<file path="src/rtl/ysyx_220053_pkg.sv">
// ---------------------------------------------------------------------------
// ysyx_220053_pkg
// Shared definitions for the instruction fetch unit: reset PC default, the
// ebreak encoding, RISC-V opcode/func3 field positions and the IFU state type.
// ---------------------------------------------------------------------------
package ysyx_220053_pkg;

    localparam logic [63:0] RESET_PC_DEF = 64'h8000_0000;
    localparam logic [31:0] EBREAK_INSN  = 32'h0010_0073;

    localparam int OP_LSB    = 0;
    localparam int OP_MSB    = 6;
    localparam int FUNC3_LSB = 12;
    localparam int FUNC3_MSB = 14;

    typedef enum logic [1:0] {
        RUN   = 2'd0,
        DRAIN = 2'd1,
        HALT  = 2'd2
    } ifu_state_t;

endpackage

</file>
<file path="src/rtl/ysyx_220053_ifu_if.sv">
// ---------------------------------------------------------------------------
// ysyx_220053_ifu_if
// Bundles every bus the fetch unit talks on:
//   imem_req_*  : fetch request channel (valid/ready, word address)
//   imem_rsp_*  : in-order instruction return, no backpressure
//   redirect_*  : PC redirect from the branch/jump path
//   out_*       : instruction handed to decode (valid/ready)
// Modport master = fetch unit side, slave = memory/decode/redirect side.
// ---------------------------------------------------------------------------
interface ysyx_220053_ifu_if #(
    parameter int XLEN = 64
);
    logic            imem_req_valid;
    logic            imem_req_ready;
    logic [XLEN-1:0] imem_req_addr;
    logic            imem_rsp_valid;
    logic [31:0]     imem_rsp_data;
    logic            redirect_valid;
    logic [XLEN-1:0] redirect_pc;
    logic            out_valid;
    logic            out_ready;
    logic [31:0]     out_instr;
    logic [6:0]      out_op;
    logic [2:0]      out_func3;
    logic [XLEN-1:0] out_pc;

    modport master (
        output imem_req_valid, imem_req_addr,
        input  imem_req_ready,
        input  imem_rsp_valid, imem_rsp_data,
        input  redirect_valid, redirect_pc,
        output out_valid, out_instr, out_op, out_func3, out_pc,
        input  out_ready
    );

    modport slave (
        input  imem_req_valid, imem_req_addr,
        output imem_req_ready,
        output imem_rsp_valid, imem_rsp_data,
        output redirect_valid, redirect_pc,
        input  out_valid, out_instr, out_op, out_func3, out_pc,
        output out_ready
    );
endinterface

</file>
<file path="src/rtl/ysyx_220053_sync_fifo.sv">
// ---------------------------------------------------------------------------
// ysyx_220053_sync_fifo
// Small synchronous FIFO with registered storage.
//   clk, rst_n : clock, asynchronous active-low reset (pointers/count only)
//   i_push     : write i_data (ignored when full unless popping too)
//   i_pop      : remove the head (ignored when empty)
//   i_flush    : drop all entries; wins over push/pop
//   o_count    : current occupancy
//   o_head     : oldest entry (undefined content when empty)
// Push and pop together are accepted at any occupancy, including full.
// ---------------------------------------------------------------------------
module ysyx_220053_sync_fifo #(
    parameter int WIDTH = 32,
    parameter int DEPTH = 2,
    localparam int AW = (DEPTH > 1) ? $clog2(DEPTH) : 1,
    localparam int CW = $clog2(DEPTH + 1)
) (
    input  logic             clk,
    input  logic             rst_n,
    input  logic             i_push,
    input  logic             i_pop,
    input  logic             i_flush,
    input  logic [WIDTH-1:0] i_data,
    output logic [CW-1:0]    o_count,
    output logic [WIDTH-1:0] o_head
);

    logic [WIDTH-1:0] r_mem [DEPTH];
    logic [AW-1:0]    r_rd;
    logic [AW-1:0]    r_wr;
    logic [CW-1:0]    r_count;
    logic             w_empty;
    logic             w_full;
    logic             w_push;
    logic             w_pop;

    function automatic logic [AW-1:0] ptr_inc(input logic [AW-1:0] p);
        return (p == AW'(DEPTH - 1)) ? '0 : p + AW'(1);
    endfunction

    assign w_empty = (r_count == '0);
    assign w_full  = (r_count == CW'(DEPTH));
    // When full, a simultaneous pop frees the slot under r_wr (== r_rd).
    assign w_push  = i_push && (!w_full || i_pop);
    assign w_pop   = i_pop && !w_empty;

    always_ff @(posedge clk or negedge rst_n) begin
        if (!rst_n) begin
            r_rd    <= '0;
            r_wr    <= '0;
            r_count <= '0;
        end else if (i_flush) begin
            r_rd    <= '0;
            r_wr    <= '0;
            r_count <= '0;
        end else begin
            if (w_push) r_wr <= ptr_inc(r_wr);
            if (w_pop)  r_rd <= ptr_inc(r_rd);
            r_count <= r_count + CW'(w_push) - CW'(w_pop);
        end
    end

    always_ff @(posedge clk) begin
        if (w_push && !i_flush) r_mem[r_wr] <= i_data;
    end

    assign o_count = r_count;
    assign o_head  = r_mem[r_rd];

endmodule

</file>
<file path="src/rtl/ysyx_220053_ifu.sv">
// ---------------------------------------------------------------------------
// ysyx_220053_ifu
// Instruction fetch unit: owns the PC, issues word fetches, buffers returned
// instructions and hands them to decode. A redirect flushes the buffer and
// discards every response still in flight for the old path.
//   clk, rst_n : clock, asynchronous active-low reset
//   bus        : ysyx_220053_ifu_if.master (imem req/rsp, redirect, out_*)
// Optional feature: define IFU_HALT_ON_EBREAK_EN to stop fetching once an
// ebreak word is accepted into the buffer (left via redirect or reset).
// ---------------------------------------------------------------------------
module ysyx_220053_ifu
    import ysyx_220053_pkg::*;
#(
    parameter int              XLEN            = 64,
    parameter logic [XLEN-1:0] RESET_PC        = XLEN'(RESET_PC_DEF),
    parameter int              FIFO_DEPTH      = 2,
    parameter int              MAX_OUTSTANDING = 2
) (
    input logic               clk,
    input logic               rst_n,
    ysyx_220053_ifu_if.master bus
);

    localparam int OW = $clog2(MAX_OUTSTANDING + 1);
    localparam int FW = $clog2(FIFO_DEPTH + 1);
    localparam int SW = ((OW > FW) ? OW : FW) + 1;
    localparam int IW = XLEN + 32;

    ifu_state_t      r_state;
    ifu_state_t      w_state_nxt;
    logic [XLEN-1:0] r_fetch_pc;
    logic [OW-1:0]   r_drop_cnt;
    logic [OW-1:0]   w_drop_nxt;
    logic [OW-1:0]   w_outstanding;
    logic [OW-1:0]   w_out_after_rsp;
    logic [FW-1:0]   w_ibuf_count;
    logic [XLEN-1:0] w_pcq_head;
    logic [XLEN-1:0] w_redirect_pc;
    logic [IW-1:0]   w_ibuf_head;
    logic [31:0]     w_instr;
    logic            w_redirect;
    logic            w_rsp_any;
    logic            w_rsp_keep;
    logic            w_credit;
    logic            w_fetch_en;
    logic            w_req_valid;
    logic            w_issue;
    logic            w_out_valid;
    logic            w_pop;

    assign w_redirect    = bus.redirect_valid;
    assign w_redirect_pc = bus.redirect_pc & ~XLEN'(3);

    // A response with nothing outstanding (e.g. one issued before a reset)
    // matches no request and is ignored.
    assign w_rsp_any       = bus.imem_rsp_valid && (w_outstanding != '0);
    assign w_rsp_keep      = w_rsp_any && (r_drop_cnt == '0) && !w_redirect;
    assign w_out_after_rsp = w_outstanding - OW'(w_rsp_any);
    assign w_drop_nxt      = (w_rsp_any && (r_drop_cnt != '0)) ? r_drop_cnt - OW'(1)
                                                               : r_drop_cnt;

    // Every issued request reserves a buffer slot, so the buffer cannot overflow.
    assign w_credit = ((SW'(w_outstanding) + SW'(w_ibuf_count)) < SW'(FIFO_DEPTH))
                   && (w_outstanding < OW'(MAX_OUTSTANDING));

`ifdef IFU_HALT_ON_EBREAK_EN
    assign w_fetch_en = (r_state != HALT);
`else
    assign w_fetch_en = 1'b1;
`endif

    assign w_req_valid = rst_n && w_fetch_en && (r_drop_cnt == '0) && w_credit && !w_redirect;
    assign w_issue     = w_req_valid && bus.imem_req_ready;

    // Pending-PC queue: one entry per issued request, popped by every
    // response (kept or dropped), so its occupancy is the outstanding count.
    ysyx_220053_sync_fifo #(
        .WIDTH (XLEN),
        .DEPTH (MAX_OUTSTANDING)
    ) u_pcq (
        .clk     (clk),
        .rst_n   (rst_n),
        .i_push  (w_issue),
        .i_pop   (w_rsp_any),
        .i_flush (1'b0),
        .i_data  (r_fetch_pc),
        .o_count (w_outstanding),
        .o_head  (w_pcq_head)
    );

    ysyx_220053_sync_fifo #(
        .WIDTH (IW),
        .DEPTH (FIFO_DEPTH)
    ) u_ibuf (
        .clk     (clk),
        .rst_n   (rst_n),
        .i_push  (w_rsp_keep),
        .i_pop   (w_pop),
        .i_flush (w_redirect),
        .i_data  ({w_pcq_head, bus.imem_rsp_data}),
        .o_count (w_ibuf_count),
        .o_head  (w_ibuf_head)
    );

    assign w_out_valid = (w_ibuf_count != '0);
    assign w_pop       = w_out_valid && bus.out_ready;
    assign w_instr     = w_out_valid ? w_ibuf_head[31:0] : '0;

    always_ff @(posedge clk or negedge rst_n) begin
        if (!rst_n) begin
            r_state    <= RUN;
            r_fetch_pc <= RESET_PC;
            r_drop_cnt <= '0;
        end else begin
            r_state <= w_state_nxt;
            if (w_redirect) begin
                r_fetch_pc <= w_redirect_pc;
                // Everything still in flight belongs to the old path.
                r_drop_cnt <= w_out_after_rsp;
            end else begin
                if (w_issue) r_fetch_pc <= r_fetch_pc + XLEN'(4);
                r_drop_cnt <= w_drop_nxt;
            end
        end
    end

    always_comb begin
        w_state_nxt = r_state;
        case (r_state)
            RUN: begin
`ifdef IFU_HALT_ON_EBREAK_EN
                if (w_rsp_keep && (bus.imem_rsp_data == EBREAK_INSN)) w_state_nxt = HALT;
`endif
            end
            DRAIN: begin
                if (w_drop_nxt == '0) w_state_nxt = RUN;
            end
            default: w_state_nxt = r_state;
        endcase
        if (w_redirect) w_state_nxt = (w_out_after_rsp != '0) ? DRAIN : RUN;
    end

    assign bus.imem_req_valid = w_req_valid;
    assign bus.imem_req_addr  = r_fetch_pc;
    assign bus.out_valid      = w_out_valid;
    assign bus.out_instr      = w_instr;
    assign bus.out_op         = w_instr[OP_MSB:OP_LSB];
    assign bus.out_func3      = w_instr[FUNC3_MSB:FUNC3_LSB];
    assign bus.out_pc         = w_out_valid ? w_ibuf_head[IW-1:32] : '0;

endmodule

</file>
<file path="src/flat_wrapper.sv">
// flat-port wrapper written by rule: the top's interface ports become plain ports
module ysyx_220053_ifu_flat import ysyx_220053_pkg::*;
#(
    parameter int              XLEN            = 64,
    parameter logic [XLEN-1:0] RESET_PC        = XLEN'(RESET_PC_DEF),
    parameter int              FIFO_DEPTH      = 2,
    parameter int              MAX_OUTSTANDING = 2
)
  (clk, rst_n, bus_imem_req_valid, bus_imem_req_addr, bus_imem_req_ready, bus_imem_rsp_valid, bus_imem_rsp_data, bus_redirect_valid, bus_redirect_pc, bus_out_valid, bus_out_instr, bus_out_op, bus_out_func3, bus_out_pc, bus_out_ready);
  ysyx_220053_ifu_if #(.XLEN(XLEN)) bus_i ();
  input logic clk;
  input logic rst_n;
  output wire logic [$bits(bus_i.imem_req_valid)-1:0] bus_imem_req_valid;
  output wire logic [$bits(bus_i.imem_req_addr)-1:0] bus_imem_req_addr;
  input wire logic [$bits(bus_i.imem_req_ready)-1:0] bus_imem_req_ready;
  input wire logic [$bits(bus_i.imem_rsp_valid)-1:0] bus_imem_rsp_valid;
  input wire logic [$bits(bus_i.imem_rsp_data)-1:0] bus_imem_rsp_data;
  input wire logic [$bits(bus_i.redirect_valid)-1:0] bus_redirect_valid;
  input wire logic [$bits(bus_i.redirect_pc)-1:0] bus_redirect_pc;
  output wire logic [$bits(bus_i.out_valid)-1:0] bus_out_valid;
  output wire logic [$bits(bus_i.out_instr)-1:0] bus_out_instr;
  output wire logic [$bits(bus_i.out_op)-1:0] bus_out_op;
  output wire logic [$bits(bus_i.out_func3)-1:0] bus_out_func3;
  output wire logic [$bits(bus_i.out_pc)-1:0] bus_out_pc;
  input wire logic [$bits(bus_i.out_ready)-1:0] bus_out_ready;
  assign bus_imem_req_valid = bus_i.imem_req_valid;
  assign bus_imem_req_addr = bus_i.imem_req_addr;
  assign bus_i.imem_req_ready = bus_imem_req_ready;
  assign bus_i.imem_rsp_valid = bus_imem_rsp_valid;
  assign bus_i.imem_rsp_data = bus_imem_rsp_data;
  assign bus_i.redirect_valid = bus_redirect_valid;
  assign bus_i.redirect_pc = bus_redirect_pc;
  assign bus_out_valid = bus_i.out_valid;
  assign bus_out_instr = bus_i.out_instr;
  assign bus_out_op = bus_i.out_op;
  assign bus_out_func3 = bus_i.out_func3;
  assign bus_out_pc = bus_i.out_pc;
  assign bus_i.out_ready = bus_out_ready;
  ysyx_220053_ifu #(.XLEN(XLEN), .RESET_PC(RESET_PC), .FIFO_DEPTH(FIFO_DEPTH), .MAX_OUTSTANDING(MAX_OUTSTANDING)) u_core (.clk(clk), .rst_n(rst_n), .bus(bus_i));
endmodule
</file>
<file path="config.mk">
export PLATFORM = sky130hd
export DESIGN_NAME = ysyx_220053_ifu_flat
export DESIGN_NICKNAME = d
export VERILOG_FILES = /design/src/rtl/ysyx_220053_pkg.sv /design/src/rtl/ysyx_220053_ifu_if.sv /design/src/rtl/ysyx_220053_sync_fifo.sv /design/src/rtl/ysyx_220053_ifu.sv /design/src/flat_wrapper.sv
export SDC_FILE = /design/constraint.sdc
export NUM_CORES = 1
export LEC_CHECK = 0
export BUFFER_PORTS_ARGS = -buffer_cell sky130_fd_sc_hd__buf_2
export CORE_ASPECT_RATIO = 0.75
export CORE_UTILIZATION = 55
export DETAILED_ROUTE_END_ITERATION = 10
export GPL_TIMING_DRIVEN = 0
export PLACE_DENSITY = 0.87
export SKIP_LAST_GASP = 1
export SYNTH_ARGS = -nofsm -noshare
export SYNTH_HDL_FRONTEND = slang
export SYNTH_SLANG_ARGS = --single-unit
</file>
<file path="constraint.sdc">
create_clock -name clk -period 12.4 [get_ports clk]
set_input_delay 1.24 -clock clk [delete_from_list [all_inputs] [get_ports clk]]
set_output_delay 1.24 -clock clk [all_outputs]
set_load 0.02 [all_outputs]
</file>
==> run summary <==
The die is 149 um tall. The reg-to-reg setup timing slack came out at 8720 ps. The area added between synthesis and finish came out at 21.0%. The hold violation total from the final report came out at 0. The deepest clock path buffer count came out at 3. The fraction of synthesized area in multiplexers came out at 10.5%. Setup slack closes at 8260 ps. In this run the count of I/O pins placed on the die edge is 274. The count of nets left with antenna violations once routing finished came out at 0. After synthesis, the largest family of logic cells by area is multiplexers.

The count of final max-slew check failures came out at 0. The maximum number of pins on one net before global-route repair came out at 63. The count of H-tree levels built during CTS came out at 2. The clock network power share came out at 31.7%. The worst hold slack across all endpoints is 536 ps. The setup TNS after final layout came out at 0 ps. The ratio of final minimum period to clock period is 33.4%. The slew at the pin closest to its max-slew limit is 1310 ps.

In the synthesized netlist the dominant register cell turns out to be sky130_fd_sc_hd__edfxtp_1. For the worst-skew pair, the clock arrives at the later sink with an insertion delay of 520 ps. The detail-routed net length per standard cell is 21.1 um. The floorplan die area came out at 29600 sq um. Setup repair after global routing left no endpoint under its margin. The shortest clock period the worst path allows after layout is 4140 ps. The clock tree from TritonCTS is done. The via total after detailed routing is 10800. Global routing consumed, over all layers together, 26.6% of the routing resources. The number of placement rows came out at 53. The initial standard-cell utilization of the core is 56.4%. Sequential cells account for 45.0% of the total power. At the end of routability-driven placement, the weighted congestion stood at 0.900. The simple-gate share of the synthesized area came out at 10.3%.

The final-stage net count is 1540. The analysis attributes to cell leakage a power of 7.05 nW. The total grt overflow came out at 0. The fraction of registers with async set or reset after synthesis came out at 18.8%.

Counting every sink on the clock net gives 384. The number of buffers inserted to repair setup after CTS is 0. The final instance area is 19200 sq um. The layout cell share with drive strength beyond 1 came out at 28.9%. The final count of negative-setup-slack endpoints is 0. The worst flop-to-flop path endpoint is u_core.u_pcq.r_mem[0][37]. The worst IR drop on VDD came out at 0.102 mV.

The hold-critical path endpoint is u_core.u_pcq.r_mem[0][63]. The total wire length after detailed routing came out at 38.9 mm. Summing all placed instances gives a cell area of 18000 sq um. In this run, synthesis inferred 312 flip-flops with an integrated enable. Data on the critical path is required at its endpoint by 11160 ps. The count of distinct cell types in the synthesized netlist is 46. The worst max-slew margin expressed relative to the limit is 11.9%. The first-pass GRT wire length is 58.9 mm. The number of global-route vias before repair was 10400. The power per unit of standard cell area came out at 183 nW/um^2. The startpoint identified for the worst register-to-register timing path is u_core.u_ibuf.o_count[0]. The worst hold path class is flip-flop to flip-flop. In the post-synthesis netlist, the biggest area contributors are sky130_fd_sc_hd__edfxtp_1, sky130_fd_sc_hd__dfrtp_1, sky130_fd_sc_hd__mux2i_1. The number of warnings reported in the yosys synthesis log came out at 0. The number of hold buffers added after cts came out at 0.

The top cell type by total area after synthesis is sky130_fd_sc_hd__edfxtp_1. The first-pass detailed-route iteration total is 6. In this run, CTS created clock tree buffers numbering 38. The pre-CTS worst setup slack is 8060 ps.

The horizontal die dimension is 198 um. The internal portion of total power is 2.48 mW. The largest clock skew in the final design is 12.6 ps. The worst setup path is captured at a primary output. The netlist area before placement came out at 15900 sq um.

The clock-pin slew on the worst setup and hold paths is 60 ps. Of the total synthesized cell area, the portion taken by full adders, half adders and majority gates is 0.677%. Summing the areas of all compound-gate instances in the mapped netlist gives 3.82% of the synthesized area. The total power came out at 3.52 mW. Once the clock tree was built, the resizer swapped 0 gates to a different size. Of all nets on the critical path, the largest fanout is 10. Detailed placement ended at an HPWL of 27.3 mm. The detailed router's first-iteration violation count came out at 1286. The startpoint of the worst hold path is u_core.bus.imem_req_addr[63]. The cell sitting at the root of the clock tree is a sky130_fd_sc_hd__clkbuf_16. Per report_power, the combinational group accounts for 23.3% of the total. The worst register-to-register path has a depth of 10. The arrival time of the worst setup path is 2900 ps. For this run, design rule violations remaining after detail routing come to 0. The ratio of routed vias to standard cells came out at 5.83. The share of synthesized area occupied by flip-flops and latches is 70.3%. The switching share of total power is 29.4%. The synthesized netlist devotes 1.98% of its cell area to XOR and XNOR gates.

The run finished with clean final reports. The fill cell instance count of the final layout is 1965. The post-synthesis cell count is 1110. The start-to-end type of the worst setup path is flip-flop to primary output. The instance count along the most critical hold path came out at 0. Each instance of the synthesized netlist takes up on average 14.3 sq um. The quantity of I/O buffers inserted on ports came out at 266. The post-synthesis register bit count is 384. The peak clock frequency supported by timing is 0.242 GHz. The number of maximum-capacitance constraint violations came out at 0. The net switching power figure came out at 1.04 mW.

In this run the biggest area consumer among cell types represents 58.9% of the synthesized area. The initial antenna violation count came out at 2. The worst setup path is launched from a flip-flop. The core region is 28200 sq um.
-- power by group through the flow --
stage	Clock, mW	Combinational [mW]	Sequential, mW
after floorplan	0	0.535	1.61
after global routing	1.18	0.882	1.59
after global placement	0	0.782	1.61
after CTS	1.13	0.825	1.58
final	1.12	0.820	1.58
after detailed placement	0	0.817	1.61
-- flip-flops by register name, indices dropped and copies added, names as in the netlist --
signal                    cells
u_core.u_ibuf.r_rd            1
u_core.bus.imem_req_addr     62
u_core.u_ibuf.r_wr            1
u_core.u_ibuf.r_mem         188
u_core.u_pcq.r_rd             1
u_core.u_pcq.o_count          2
u_core.r_drop_cnt             2
u_core.u_pcq.r_mem          124
u_core.u_pcq.r_wr             1
u_core.u_ibuf.o_count         2
-- synth_stat cells (26+ instances only) --
cell type,count
sky130_fd_sc_hd__mux2_2,64
sky130_fd_sc_hd__a31oi_1,26
sky130_fd_sc_hd__nand2_1,52
sky130_fd_sc_hd__mux2i_1,95
sky130_fd_sc_hd__dfrtp_1,71
sky130_fd_sc_hd__o21ai_0,47
sky130_fd_sc_hd__nor2_1,144
sky130_fd_sc_hd__nand4_1,32
sky130_fd_sc_hd__edfxtp_1,312
sky130_fd_sc_hd__nand3_1,26
sky130_fd_sc_hd__clkbuf_1,30
-- layout make-up --
cell class / count / area [sq um] / area share (%)
Antenna cell: 1 / 2.50 / 0.0130
Buffer: 67 / 308 / 1.60
Clock buffer: 53 / 1040 / 5.40
Clock inverter: 16 / 159 / 0.826
Inverter: 18 / 67.6 / 0.351
Multi-Input combinational cell: 644 / 4390 / 22.8
Sequential cell: 384 / 11200 / 58.1
Tap cell: 385 / 482 / 2.50
Timing Repair Buffer: 277 / 1610 / 8.39
-- kinds of logic (layout without fill, tap and decap cells) --
| family | after synthesis | count (layout) |
|---|---|---|
| compound gates | 101 | 101 |
| other cells | 1 | 5 |
| xor+xnor | 36 | 36 |
| fa+ha+maj | 8 | 8 |
| flops | 384 | 384 |
| buf+inv | 85 | 431 |
| simple gates | 336 | 336 |
| mux | 159 | 159 |
-- layer usage --
layer | up-vias | share of wire (%) | GRT usage, %
li1 | 4795 | - | -
met3 | 89 | 9.6 | 5.31
met1 | 5266 | 42 | 38.2
met2 | 603 | 46 | 41.1
met5 | - | 0 | 0
met4 | 0 | 2.7 | 8.29
-- metrics by stage --
step | util [%] | instances
after CTS | 68.2 | 1844
after detailed placement | 64.0 | 1775
after global routing | 68.2 | 1845
after floorplan | - | 1113
final | 68.2 | 1845
after global placement | 62.9 | 1764
-- worst max-delay path, cell delays in order (launching register included) --
cell                       delay (ps)
sky130_fd_sc_hd__dfrtp_1          320
sky130_fd_sc_hd__clkbuf_1         200
sky130_fd_sc_hd__buf_1            560
sky130_fd_sc_hd__buf_1            640
sky130_fd_sc_hd__mux2i_1          290
sky130_fd_sc_hd__nor2_1            80
sky130_fd_sc_hd__buf_4            150
sky130_fd_sc_hd__buf_2            150
-- layout by cell type (no fill, tap or decap), drive strengths merged, types with 4 or more instances in the layout --
cell type  count
a31oi         26
mux2          64
buf          314
dfrtp         71
mux2i         95
or3           17
nand4         33
conb           4
or4           15
and2           9
nor2         144
xnor2         20
nor3           6
inv           19
clkbuf        83
edfxtp       312
nand2         52
clkinv        10
xor2          16
nor4          11
o31ai         11
ha             7
o21ai         48
nand3         26
and3           8
and4           8
-- worst max path at each step --
stage | start | end | slack, ps | cells after the start
finish | u_core.u_ibuf.r_rd | bus_out_op[0] | 8260 | 7
global route | u_core.u_ibuf.r_rd | bus_out_op[0] | 8020 | 7
CTS | u_core.u_ibuf.r_rd | bus_out_op[0] | 8200 | 7
detailed placement | rst_n | u_core.u_pcq.r_mem[0][60] | 8060 | 10
global placement | bus_imem_rsp_valid | u_core.u_ibuf.r_mem[1][81] | 3720 | 5
floorplan | bus_imem_rsp_valid | u_core.u_ibuf.r_mem[0][0] | 6250 | 4
Power figures use the tool's default switching activity.
